`src/rtl/chnl_pkg.sv`:
```
// Shared definitions for the host-channel packing path: clog2 helper and
// lane-index / keep-mask types for the default channel geometry.
package chnl_pkg;

  localparam int CHNL_IN_WIDTH = 32;
  localparam int CHNL_RATIO    = 4;

  // Minimum one bit so a lane index is always a legal vector.
  function automatic int clog2(input int n);
    int r;
    r = 0;
    for (int v = n - 1; v > 0; v = v >> 1) r++;
    return (r == 0) ? 1 : r;
  endfunction

  typedef logic [clog2(CHNL_RATIO)-1:0] lane_idx_t;
  typedef logic [CHNL_RATIO-1:0]        keep_t;

endpackage

```
`src/rtl/chnl_word_packer.sv`:
```
// Packs RATIO narrow input beats into one wide entry with keep/last sideband;
// feeds the deep buffer FIFO as {o_last, o_keep, o_data}.
module chnl_word_packer
  import chnl_pkg::*;
#(
  parameter int IN_WIDTH = 32,
  parameter int RATIO    = 4
) (
  input  logic                      clk,
  input  logic                      rst_n,
  input  logic                      i_val,
  output logic                      i_rdy,
  input  logic [IN_WIDTH-1:0]       i_data,
  input  logic                      i_last,
  output logic                      o_val,
  input  logic                      o_rdy,
  output logic [IN_WIDTH*RATIO-1:0] o_data,
  output logic [RATIO-1:0]          o_keep,
  output logic                      o_last
);

  localparam int OUT_WIDTH = IN_WIDTH * RATIO;
  localparam int LANE_W    = clog2(RATIO);
  localparam logic [LANE_W-1:0] LAST_LANE = LANE_W'(RATIO - 1);

  // Lanes 0..top inclusive hold real data.
  function automatic logic [RATIO-1:0] keep_mask(input logic [LANE_W-1:0] top);
    logic [RATIO-1:0] m;
    m = '0;
    for (int k = 0; k < RATIO; k++) m[k] = (LANE_W'(k) <= top);
    return m;
  endfunction

  function automatic logic [OUT_WIDTH-1:0] lane_merge(
    input logic [OUT_WIDTH-1:0] acc,
    input logic [LANE_W-1:0]    lane,
    input logic [IN_WIDTH-1:0]  beat
  );
    logic [OUT_WIDTH-1:0] r;
    r = acc;
    for (int k = 0; k < RATIO; k++)
      if (lane == LANE_W'(k)) r[k*IN_WIDTH +: IN_WIDTH] = beat;
    return r;
  endfunction

  logic [OUT_WIDTH-1:0] acc_p0;
  logic [LANE_W-1:0]    lane_cnt_p0;
  logic [OUT_WIDTH-1:0] merged;
  logic                 cand;
  logic                 accept;
  logic                 load;

  // Stage p0: accept beat into the accumulator lane or close the entry
  assign cand   = (lane_cnt_p0 == LAST_LANE) || i_last;
  assign i_rdy  = rst_n && (!cand || !o_val || o_rdy);
  assign accept = i_val && i_rdy;
  assign load   = accept && cand;
  assign merged = lane_merge(acc_p0, lane_cnt_p0, i_data);

  always_ff @(posedge clk or negedge rst_n) begin
    if (!rst_n) begin
      acc_p0      <= '0;
      lane_cnt_p0 <= '0;
    end else if (accept) begin
      if (cand) begin
        acc_p0      <= '0;
        lane_cnt_p0 <= '0;
      end else begin
        acc_p0      <= merged;
        lane_cnt_p0 <= lane_cnt_p0 + LANE_W'(1);
      end
    end
  end

  // Stage p1: output register; contents only change on a load
  always_ff @(posedge clk or negedge rst_n) begin
    if (!rst_n) begin
      o_val  <= 1'b0;
      o_data <= '0;
      o_keep <= '0;
      o_last <= 1'b0;
    end else begin
      if (load) begin
        o_val  <= 1'b1;
        o_data <= merged;
        o_keep <= keep_mask(lane_cnt_p0);
        o_last <= i_last;
      end else if (o_rdy) begin
        o_val  <= 1'b0;
      end
    end
  end

endmodule
```
`config.mk`:
```
export PLATFORM = sky130hd
export DESIGN_NAME = chnl_word_packer
export DESIGN_NICKNAME = d
export VERILOG_FILES = /design/src/rtl/chnl_pkg.sv /design/src/rtl/chnl_word_packer.sv
export SDC_FILE = /design/constraint.sdc
export NUM_CORES = 1
export LEC_CHECK = 0
export ABC_AREA = 1
export BUFFER_PORTS_ARGS = -buffer_cell sky130_fd_sc_hd__buf_2
export CORE_ASPECT_RATIO = 1.4
export CORE_MARGIN = 1.5
export CORE_UTILIZATION = 61
export CTS_BUF_LIST = sky130_fd_sc_hd__clkbuf_16
export DETAILED_ROUTE_END_ITERATION = 6
export GPL_TIMING_DRIVEN = 0
export PLACE_DENSITY = 0.95
export SYNTH_ARGS = -nofsm -noshare
export SYNTH_HDL_FRONTEND = slang
export SYNTH_SLANG_ARGS = --single-unit
export TNS_END_PERCENT = 10
```
`constraint.sdc`:
```
create_clock -name clk -period 3.55 [get_ports clk]
set_input_delay 0.1775 -clock clk [delete_from_list [all_inputs] [get_ports clk]]
set_output_delay 0.1775 -clock clk [all_outputs]
set_load 0.01 [all_outputs]
```
==> results of run 1 <==
through the flow:
| step | worst slack [ns] | cells | utilization, % | area (µm²) |
|---|---|---|---|---|
| after floorplan | 2.02 | 1355 | - | 11400 |
| after global placement | -2.62 | 1769 | 68.0 | 12600 |
| after detailed placement | 1.02 | 1771 | 68.4 | 12600 |
| after CTS | 0.471 | 1816 | 72.8 | 13400 |
| after global routing | 0.234 | 1816 | 72.8 | 13400 |
| final | 0.462 | 1816 | 72.8 | 13400 |
per-layer routing:
layer / part of all wire [%] / GRT usage (%) / wire length, µm
met1: 34 / 43.2 / 11800
met2: 45 / 55.7 / 15900
met3: 12 / 9.43 / 4050
met4: 9.7 / 29.8 / 3430
met5: 0 / 0 / 0
area by class of cell:
class | instances | area, µm²
multi-input combinational | 909 | 4030
timing repair buffer | 173 | 926
buffer | 85 | 399
fill | 1193 | 5010
clock inverter | 19 | 190
sequential | 264 | 6610
clock buffer | 25 | 626
inverter | 97 | 364
tap | 244 | 305
worst paths after layout:
path	startpoint	to	slack, ns	cells past startpoint
worst min-delay path	i_last	o_last$_DFFE_PN0P_	0.02	3
min in group asynchronous	rst_n	o_data[48]$_DFFE_PN0P_	0.15	2
worst max-delay path	rst_n	i_rdy	0.46	8
worst min register to register	acc_p0[121]$_DFFE_PN0P_	acc_p0[121]$_DFFE_PN0P_	0.46	2
worst max register to register	lane_cnt_p0[0]$_DFFE_PN0P_	acc_p0[70]$_DFFE_PN0P_	1.44	7
max in group asynchronous	rst_n	o_data[116]$_DFFE_PN0P_	2.10	4
cell usage after synthesis:
master | instances | area, µm²
nand3_2 | 1 | 10.0
nand2_1 | 538 | 2020
or2_1 | 44 | 275
inv_2 | 2 | 7.51
nand3_1 | 23 | 115
a21oi_2 | 1 | 8.76
dfrtp_1 | 264 | 6610
clkbuf_1 | 39 | 146
or2_2 | 3 | 18.8
nand3_4 | 1 | 17.5
inv_1 | 95 | 357
buf_2 | 36 | 180
or2_0 | 26 | 163
clkbuf_2 | 1 | 5.00
nor2_4 | 1 | 11.3
nor2_1 | 25 | 93.8
buf_1 | 3 | 11.3
nand4_1 | 2 | 12.5
ha_1 | 5 | 62.6
nand4_4 | 1 | 21.3
nand2_4 | 1 | 11.3
o21ai_1 | 116 | 581
buf_4 | 3 | 22.5
buf_6 | 3 | 33.8
o21ai_0 | 121 | 606
worst reg2reg max path, stage by stage, from the launching register on:
cell,delay [ns]
dfrtp_1,0.42
inv_1,0.15
ha_1,0.23
buf_2,0.22
clkbuf_1,0.42
o21ai_0,0.26
or2_1,0.26
nand2_1,0.08
power breakdown:
group / switching [mW] / leakage [nW] / internal (mW) / total [mW]
clock network: 1.14 / 0.417 / 1.57 / 2.71
logic: 1.62 / 3.37 / 0.866 / 2.48
registers: 0.442 / 3.52 / 3.69 / 4.14
flip-flops by register name, summed over array words and instances, names as in the netlist:
signal,flops
acc_p0,128
o_data,128
o_keep,4
lane_cnt_p0,2
o_last,1
o_val,1
repair_timing:
| item | CTS | global route |
|---|---|---|
| hold endpoints to repair | 57 | 0 |
| hold buffers | 1 | 0 |
| gates resized for setup | 0 | 0 |
cells by family after synthesis:
kind of cell	after synthesis	share of synthesized area, %
AOI/OAI and AO/OA	238	10.5
adders and majority gates	5	0.549
buffers and inverters	182	6.70
DFF	264	58.0
and+or+nand+nor	666	24.3
==> run_results.csv, run 1 <==
group,metric,value,unit
floorplanning,rows,59,
clocking,clockRootBuffer,"clkbuf_16",
timing,final.min_clock_period,3.09,ns
worst_setup_path,max_stage_delay,0.57,ns
finish,layout.nets,1596,
yosys,postSynthCellCount,1355,
finish,antennaDiodeCount,0,
route,routed_wirelength,35.2,mm
yosys,synthDistinctLibCells,25,
worst_setup_path,crit_top_cell,"buf_2",
timing,fin_crit_sh,87.0,%
global_route,gr-total-overflow,0,
finish,final_common_cell,"nand2_1",
global_route,track_usage,36.2,%
finish,drive_gt1_share,16.6,%
yosys,synth_area_per_cell,8.41,µm²
clocking,clock_latency,0.52,ns
outcome,violations,"design-rule violations",
clocking,cts_tree,"built",
worst_setup_path,crit_path_end_kind,"output port",
timing,slew-limit-headroom,57.0,%
outcome,status,"complete, but fails checks",
clocking,clock_sinks,264,
place,dp_hpwl,23.2,mm
power,total_leakage_power,7.31,nW
worst_setup_path,path_cells,"dlygate4sd3_1 > buf_8 > buf_16 > clkbuf_2 > inv_1 > a21oi_2 > buf_2 > buf_2",
timing,tightest_slew,0.645,ns
yosys,synth_nets,1397,
floorplanning,start_util,61.7,%
clocking,h-tree-depth,1,
clocking,cts.reportedPaths.clkPinSlew,0.07,ns
yosys,ys_seq_area_share,58.0,%
power,p_total,9.33,mW
timing,setup_viol,0,
place,gp_congestion,0.924,
timing,setup_tns,0,ns
timing,maxSlewViolCount,0,
power,ir_drop,0.410,mV
timing,fmax,324,MHz
floorplanning,num_io_pins,172,
floorplanning,die_height,165,µm
worst_setup_path,crit_type,"in2out",
clocking,numCtsBuffers,24,
clocking,cts_max_path_buffers,3,
route,wl_per_cell,19.4,µm
timing,finalHoldViolCount,0,
finish,area_growth,18.0,%
min_path,hold_class,"in2reg",
route,vias,10500,
finish,mostFrequentLayoutCells,"538 x nand2_1, 264 x dfrtp_1, 205 x buf_2",
worst_setup_path,crit_family,"buffers and inverters",
global_route,grt_max_degree,126,
global_route,first_global_vias,10200,
timing,whs,0.0208,ns
route,vias_per_cell,5.78,
timing,clock_skew,0.0167,ns
worst_setup_path,cp.arrival,2.91,ns
floorplanning,core_area,18500,µm²
global_route,antenna_found_initial,0,
place,io_buffers,170,
clocking,cts_setup_buffers,0,
floorplanning,die_w,119,µm
route,drtIter0Drc,1439,
route,drc,1,
route,detail-route-antenna-nets,0,
worst_setup_path,crit_slowest_cell,"dlygate4sd3_1",
route,dr.pass1.iters,7,
worst_setup_path,start_kind,"input pin",
worst_setup_path,required,3.37,ns
run,max_cap_violations,0,
floorplanning,dieArea,19500,µm²
power,power.density,694,nW/µm²
global_route,grt_pass1_wl,54.2,mm
worst_setup_path,critPathBufInv,7,
yosys,syn_area,11400,µm²
yosys,ys_ff_latch,264,
timing,rsz0062_at_grt,"no",
worst_setup_path,worstPathMaxFanout,125,
yosys,ys_warn_count,0,
No activity file was read; power rests on OpenSTA's default activity.
==> run 2, diff against run 1 <==
CELL_PAD_IN_SITES_DETAIL_PLACEMENT = 1   (was unset)
CELL_PAD_IN_SITES_GLOBAL_PLACEMENT = 1   (was unset)
CORE_UTILIZATION = 46   (was 61)
GPL_ROUTABILITY_DRIVEN = 1   (was unset)
==> run 2 against run 1 <==
Effect of this change: the flow now finishes without violations; design area up 1.2%; register-to-register slack worse by 0.32 ns; clock skew down 0.0040 ns; via count up 4.0%; die area up 32%; sequential power up 2%; total power up 5.6%; largest cell class unchanged.
==> run_results.csv, run 2 (synthesis results as in run 1) <==
group,metric,value,unit
route,drc,0,
clocking,cts_setup_buffers,0,
worst_setup_path,worstPathMaxFanout,110,
global_route,first_global_vias,12100,
timing,setup_tns,0,ns
global_route,track_usage,35.4,%
worst_setup_path,start_kind,"input pin",
clocking,h-tree-depth,1,
place,dpl_cell_area,12700,µm²
timing,finalHoldViolCount,0,
worst_setup_path,crit_top_cell,"buf_2",
finish,mostFrequentLayoutCells,"538 x nand2_1, 264 x dfrtp_1, 205 x buf_2",
route,vias,10900,
power,power.density,724,nW/µm²
clocking,cts.reportedPaths.clkPinSlew,0.07,ns
timing,clock_skew,0.0127,ns
clocking,clock_sinks,264,
worst_setup_path,cp.arrival,2.82,ns
route,routed_wirelength,44.5,mm
timing,maxSlewViolCount,0,
worst_setup_path,crit_type,"in2out",
run,max_cap_violations,0,
finish,layout.nets,1598,
global_route,grt_max_degree,126,
finish,top_regs,"acc_p0 (128), o_data (128), o_keep (4)",
global_route,gr-total-overflow,0,
floorplanning,die_height,189,µm
clocking,clock_latency,0.55,ns
worst_setup_path,crit_family,"buffers and inverters",
worst_setup_path,path_cells,"dlygate4sd3_1 > buf_8 > buf_16 > clkbuf_2 > inv_1 > a21oi_2 > buf_2 > buf_2",
timing,slew-limit-headroom,47.2,%
timing,whs,0.0511,ns
power,total_leakage_power,7.33,nW
worst_setup_path,critPathBufInv,7,
floorplanning,num_io_pins,172,
finish,multiInputGateArea,4030,µm²
worst_setup_path,max_stage_delay,0.59,ns
min_path,hold_class,"in2reg",
place,io_buffers,170,
finish,seq_area,6610,µm²
timing,fmax,333,MHz
finish,fin_util,55.5,%
finish,area_growth,19.4,%
finish,drive_gt1_share,16.8,%
floorplanning,rows,68,
power,ir_drop,0.404,mV
worst_setup_path,required,3.37,ns
route,drtIter0Drc,1054,
finish,final_common_cell,"nand2_1",
timing,rsz0062_at_grt,"no",
floorplanning,die_w,136,µm
timing,final.min_clock_period,3.00,ns
route,dr.pass1.iters,5,
floorplanning,dieArea,25700,µm²
timing,fin_crit_sh,84.5,%
route,wl_per_cell,23.5,µm
clocking,cts_tree,"built",
floorplanning,start_util,46.5,%
worst_setup_path,crit_slowest_cell,"dlygate4sd3_1",
clocking,clockRootBuffer,"clkbuf_16",
place,gp_congestion,0.841,
place,dp_hpwl,28.5,mm
clocking,numCtsBuffers,25,
global_route,antenna_found_initial,1,
global_route,grt_pass1_wl,69.0,mm
place,pre_cts_ws,1.20,ns
worst_setup_path,crit_path_end_kind,"output port",
route,vias_per_cell,5.78,
outcome,status,"finished clean",
floorplanning,core_area,24500,µm²
route,detail-route-antenna-nets,0,
clocking,cts_max_path_buffers,3,
finish,fin_area,13600,µm²
finish,n_fill_cell,2963,
timing,setup_viol,0,
timing,final.setup.worst_slack,0.549,ns
timing,tightest_slew,0.792,ns
## run 2: cell count changes in the layout (fill, tap and decap cells not counted)
cell / before / now
clkinv_2: 4 / 5
clkinv_1: 4 / 5
dlygate4sd3_1: 1 / 2
clkinv_4: 1 / 0
bufinv_16: 4 / 6
diode_2: 0 / 1
inv_1: 100 / 97
inv_6: 0 / 1
## run 2: where the power goes
part	internal [mW]	leakage (nW)	switching, mW	total, mW
clock	1.72	0.436	1.24	2.96
sequential	3.70	3.52	0.513	4.21
combinational	0.869	3.38	1.81	2.68
total	6.28	7.33	3.57	9.85
## run 2: area by class of cell
class,count,share of cell area [%]
repair buffers,174,6.88
flip-flops and latches,264,48.6
diodes,1,0.0184
multi-input cells,909,29.6
clock buffers,25,4.60
well taps,315,2.90
plain buffers,85,2.93
inverters,97,2.68
clock inverters,20,1.82
## run 2: worst register-to-register path, stage by stage (launching register included)
cell      delay [ns]
dfrtp_1         0.43
inv_1           0.18
ha_1            0.19
buf_2           0.22
clkbuf_1        0.62
o21ai_0         0.36
or2_0           0.29
nand2_1         0.07
## run 2: metal layers
metal | vias up | GRT usage, % | routed length, µm
met2 | 610 | 59.2 | 22100
met4 | 2 | 23.0 | 3190
met5 | - | 0 | 11
met1 | 5468 | 40.6 | 15900
met3 | 230 | 7.74 | 3320
li1 | 4611 | - | -
## run 2: what timing repair did
action	in CTS	in global routing
hold buffers	2	0
gates resized for setup	0	0
endpoints found under the hold margin	140	0
## run 2: path summary, 6_finish.rpt
kind / startpoint / endpoint / slack (ns) / cells past startpoint
setup reg to reg: lane_cnt_p0[0]$_DFFE_PN0P_ / acc_p0[1]$_DFFE_PN0P_ / 1.12 / 7
setup / recovery: rst_n / i_rdy / 0.55 / 8
hold / removal: i_val / acc_p0[3]$_DFFE_PN0P_ / 0.05 / 3
max in group asynchronous: rst_n / acc_p0[24]$_DFFE_PN0P_ / 1.97 / 4
hold reg to reg: acc_p0[100]$_DFFE_PN0P_ / acc_p0[100]$_DFFE_PN0P_ / 0.46 / 2
min in group asynchronous: rst_n / o_data[105]$_DFFE_PN0P_ / 0.13 / 2
## run 2: stage by stage
stage / cells / total power, mW
after global routing: 1889 / 10.2
final: 1890 / 9.85
after detailed placement: 1842 / 6.69
after global placement: 1840 / 6.47
after floorplan: 1355 / 5.46
after CTS: 1889 / 9.79
==> run 3, diff against run 2 <==
ABC_AREA = 0   (was 1)
CORE_UTILIZATION = 45   (was 46)
PLACE_DENSITY = 0.9   (was 0.95)
clock period = 2.8 ns   (was 3.55 ns; I/O delays follow)
==> run 3 against run 2 <==
Effect of this change: highest routed layer is now met4; hold slack worse by 0.053 ns; the run now ends with negative hold slack left; critical path depth is 1 lower; via count fell by 23%; total power rose by 12%; register-to-register slack worse by 0.86 ns; largest cell class unchanged; sequential power is 15% higher; combinational power down 13%; clock power increased by 29%; clock-buffer cell count is 2 higher; die area is 2.8% lower; critical endpoint is now acc_p0[69]$_DFFE_PN0P_; largest power group unchanged; final cell count shrank 22%; non-clock buffer count up 14.
==> run_results.csv, run 3 <==
group,metric,value,unit
route,vias_per_cell,5.72,
floorplanning,die_height,187,µm
clocking,numCtsBuffers,26,
timing,final.min_clock_period,2.54,ns
finish,drive_gt1_share,22.2,%
worst_setup_path,startpoint,"lane_cnt_p0[0]$_DFFE_PN0P_",
clocking,cts_max_path_buffers,3,
timing,rsz0062_at_grt,"no",
clocking,h-tree-depth,1,
route,detail-route-antenna-nets,0,
clocking,clock_latency,0.53,ns
yosys,yosysTopAreaCellShare,61.0,%
yosys,ys_ff_latch,264,
floorplanning,start_util,45.5,%
timing,clock_skew,0.0112,ns
min_path,worstHoldStart,"i_data[1]",
finish,layout.nets,1183,
timing,tightest_slew,1.04,ns
global_route,grt_pass1_wl,54.0,mm
yosys,synth-edff-count,0,
yosys,synth_async_sr_flop_share,100,%
floorplanning,num_io_pins,172,
min_path,hold_class,"in2reg",
finish,final_common_cell,"dfrtp_1",
floorplanning,rows,67,
route,vias,8426,
timing,final.setup.worst_slack,0.260,ns
yosys,netlist_top_cells_count,"264 x dfrtp_1, 152 x mux2i_1, 135 x nand2_1, 110 x o21ai_0, 75 x a22o_1",
place,dpl_cell_area,12100,µm²
worst_setup_path,r2r_start,"lane_cnt_p0[0]$_DFFE_PN0P_",
run,max_cap_violations,0,
yosys,synthTopCellsByArea,"dfrtp_1 61%, mux2i_1 14%, a22o_1 6.1%, o21ai_0 5.1%, nand2_1 4.7%",
power,power.density,820,nW/µm²
finish,fin_util,56.4,%
worst_setup_path,crit_slowest_cell,"o21ai_1",
yosys,synth_nets,949,
route,wl_per_cell,23.7,µm
worst_setup_path,r2r_end,"acc_p0[69]$_DFFE_PN0P_",
global_route,gr-total-overflow,0,
floorplanning,core_area,23800,µm²
worst_setup_path,r2r_setup_slack,0.26,ns
power,total_leakage_power,6.60,nW
yosys,synthDistinctLibCells,24,
timing,maxSlewViolCount,0,
timing,setup_viol,0,
global_route,antenna_found_initial,1,
route,routed_wirelength,34.9,mm
yosys,syn_area,10800,µm²
place,dp_hpwl,22.7,mm
worst_setup_path,worstPathMaxFanout,10,
timing,fin_crit_sh,90.7,%
worst_setup_path,critPathBufInv,2,
yosys,synth_most_common_cell,"dfrtp_1",
global_route,track_usage,28.0,%
timing,fmax,394,MHz
floorplanning,dieArea,25000,µm²
worst_setup_path,crit_path_end_kind,"flop",
worst_setup_path,reg2reg_depth,7,
route,drc,0,
clocking,clock_sinks,264,
power,ir_drop,0.485,mV
global_route,grt_max_degree,112,
timing,setup_tns,0,ns
yosys,synth_flop_cell,"dfrtp_1",
min_path,hold-path-endpoint,"acc_p0[65]$_DFFE_PN0P_",
finish,n_fill_cell,2526,
floorplanning,die_w,134,µm
route,dr.pass1.iters,5,
outcome,violations,"negative hold slack",
worst_setup_path,crit_family,"compound AO/OA/AOI/OAI gates",
finish,mostFrequentLayoutCells,"264 x dfrtp_1, 190 x buf_2, 152 x mux2i_1",
worst_setup_path,path_cells,"ha_1 > buf_4 > nor2_1 > nand3_1 > o21ai_1 > buf_2 > a22o_1",
worst_setup_path,max_stage_delay,0.59,ns
place,pre_cts_ws,-0.167,ns
timing,whs,-0.00176,ns
yosys,postSynthCellCount,907,
finish,fin_area,13400,µm²
clocking,clockRootBuffer,"clkbuf_16",
finish,area_growth,23.9,%
yosys,yosysTopAreaCell,"dfrtp_1",
yosys,synth_area_per_cell,11.9,µm²
worst_setup_path,start_kind,"flop",
yosys,ys_seq_area_share,61.0,%
worst_setup_path,required,3.26,ns
finish,top_regs,"acc_p0 (128), o_data (128), o_keep (4)",
worst_setup_path,cp.arrival,3.00,ns
place,gp_congestion,0.815,
global_route,first_global_vias,9408,
route,drtIter0Drc,573,
worst_setup_path,crit_type,"reg2reg",
min_path,whs_path_depth,2,
outcome,status,"complete, but fails checks",
clocking,cts_tree,"built",
timing,slew-limit-headroom,30.8,%
clocking,cts.reportedPaths.clkPinSlew,0.07,ns
worst_setup_path,cp.depth,7,
timing,finalHoldViolCount,1,
yosys,ys_warn_count,0,
place,io_buffers,171,
run 3: cell types whose count changed in the layout (fill, tap and decap cells not counted), moves of 12 or more:
cell | previous run | this run
or2_1 | 44 | 0
inv_1 | 97 | 4
and2_1 | 0 | 35
mux2i_1 | 0 | 152
nand2_1 | 538 | 135
or2_0 | 26 | 0
clkbuf_1 | 39 | 27
buf_2 | 205 | 190
a22o_1 | 0 | 75
dlygate4sd3_1 | 2 | 32
o21ai_1 | 116 | 24
nand3_1 | 23 | 3
run 3: kinds of logic after synthesis:
family | count (synthesis) | share of synthesized area [%]
compound gates | 213 | 12.6
buf+inv | 69 | 3.73
flops | 264 | 61.0
simple gates | 204 | 8.11
fa+ha+maj | 5 | 0.577
mux | 152 | 14.0
run 3: worst max-delay path by stage:
stage	end	slack, ns
5_1_grt	o_data[118]$_DFFE_PN0P_	0.18
2_1_floorplan	acc_p0[39]$_DFFE_PN0P_	0.90
3_5_place_dp	acc_p0[45]$_DFFE_PN0P_	-0.17
6_report	acc_p0[69]$_DFFE_PN0P_	0.26
3_3_place_gp	acc_p0[42]$_DFFE_PN0P_	-4.45
4_1_cts	acc_p0[59]$_DFFE_PN0P_	0.1
run 3: timing repair:
action                                  4_1_cts  5_1_grt
hold endpoints to repair                    136        0
endpoints found under the setup margin        0       10
hold buffers                                 33        0
setup buffers                                 0        0
gates resized for setup                       0        1
run 3: through the flow:
step	hold WS, ns	instances	power [mW]
2_1_floorplan	-0.156	907	6.02
3_3_place_gp	0.450	1388	6.97
3_5_place_dp	0.104	1390	7.14
4_1_cts	0.000155	1470	11.0
5_1_grt	0.0187	1471	11.4
6_report	-0.00176	1472	11.0
run 3: layout make-up:
type                       count  area, µm²  share of cell area, %
timing repair buffer         206       1270                   9.45
buffer                        67        397                   2.96
sequential                   264       6610                   49.2
tap                          310        388                   2.89
inverter                       2       7.51                 0.0559
antenna                        2       5.00                 0.0373
clock inverter                20        243                   1.81
clock buffer                  27        676                   5.03
multi-input combinational    574       3830                   28.5
run 3: power breakdown:
part           total, mW  switching [mW]  internal, mW
combinational       2.33            1.39         0.941
clock               3.81            1.52          2.29
sequential          4.86           0.437          4.42
run 3: layer usage:
metal	GRT usage (%)	vias up	wire (µm)	share of wire [%]
met4	12.0	0	1360	3.9
met1	34.4	4392	13800	40
met2	49.2	320	18000	52
li1	-	3621	-	-
met5	0	-	0	0
met3	3.91	93	1670	4.8
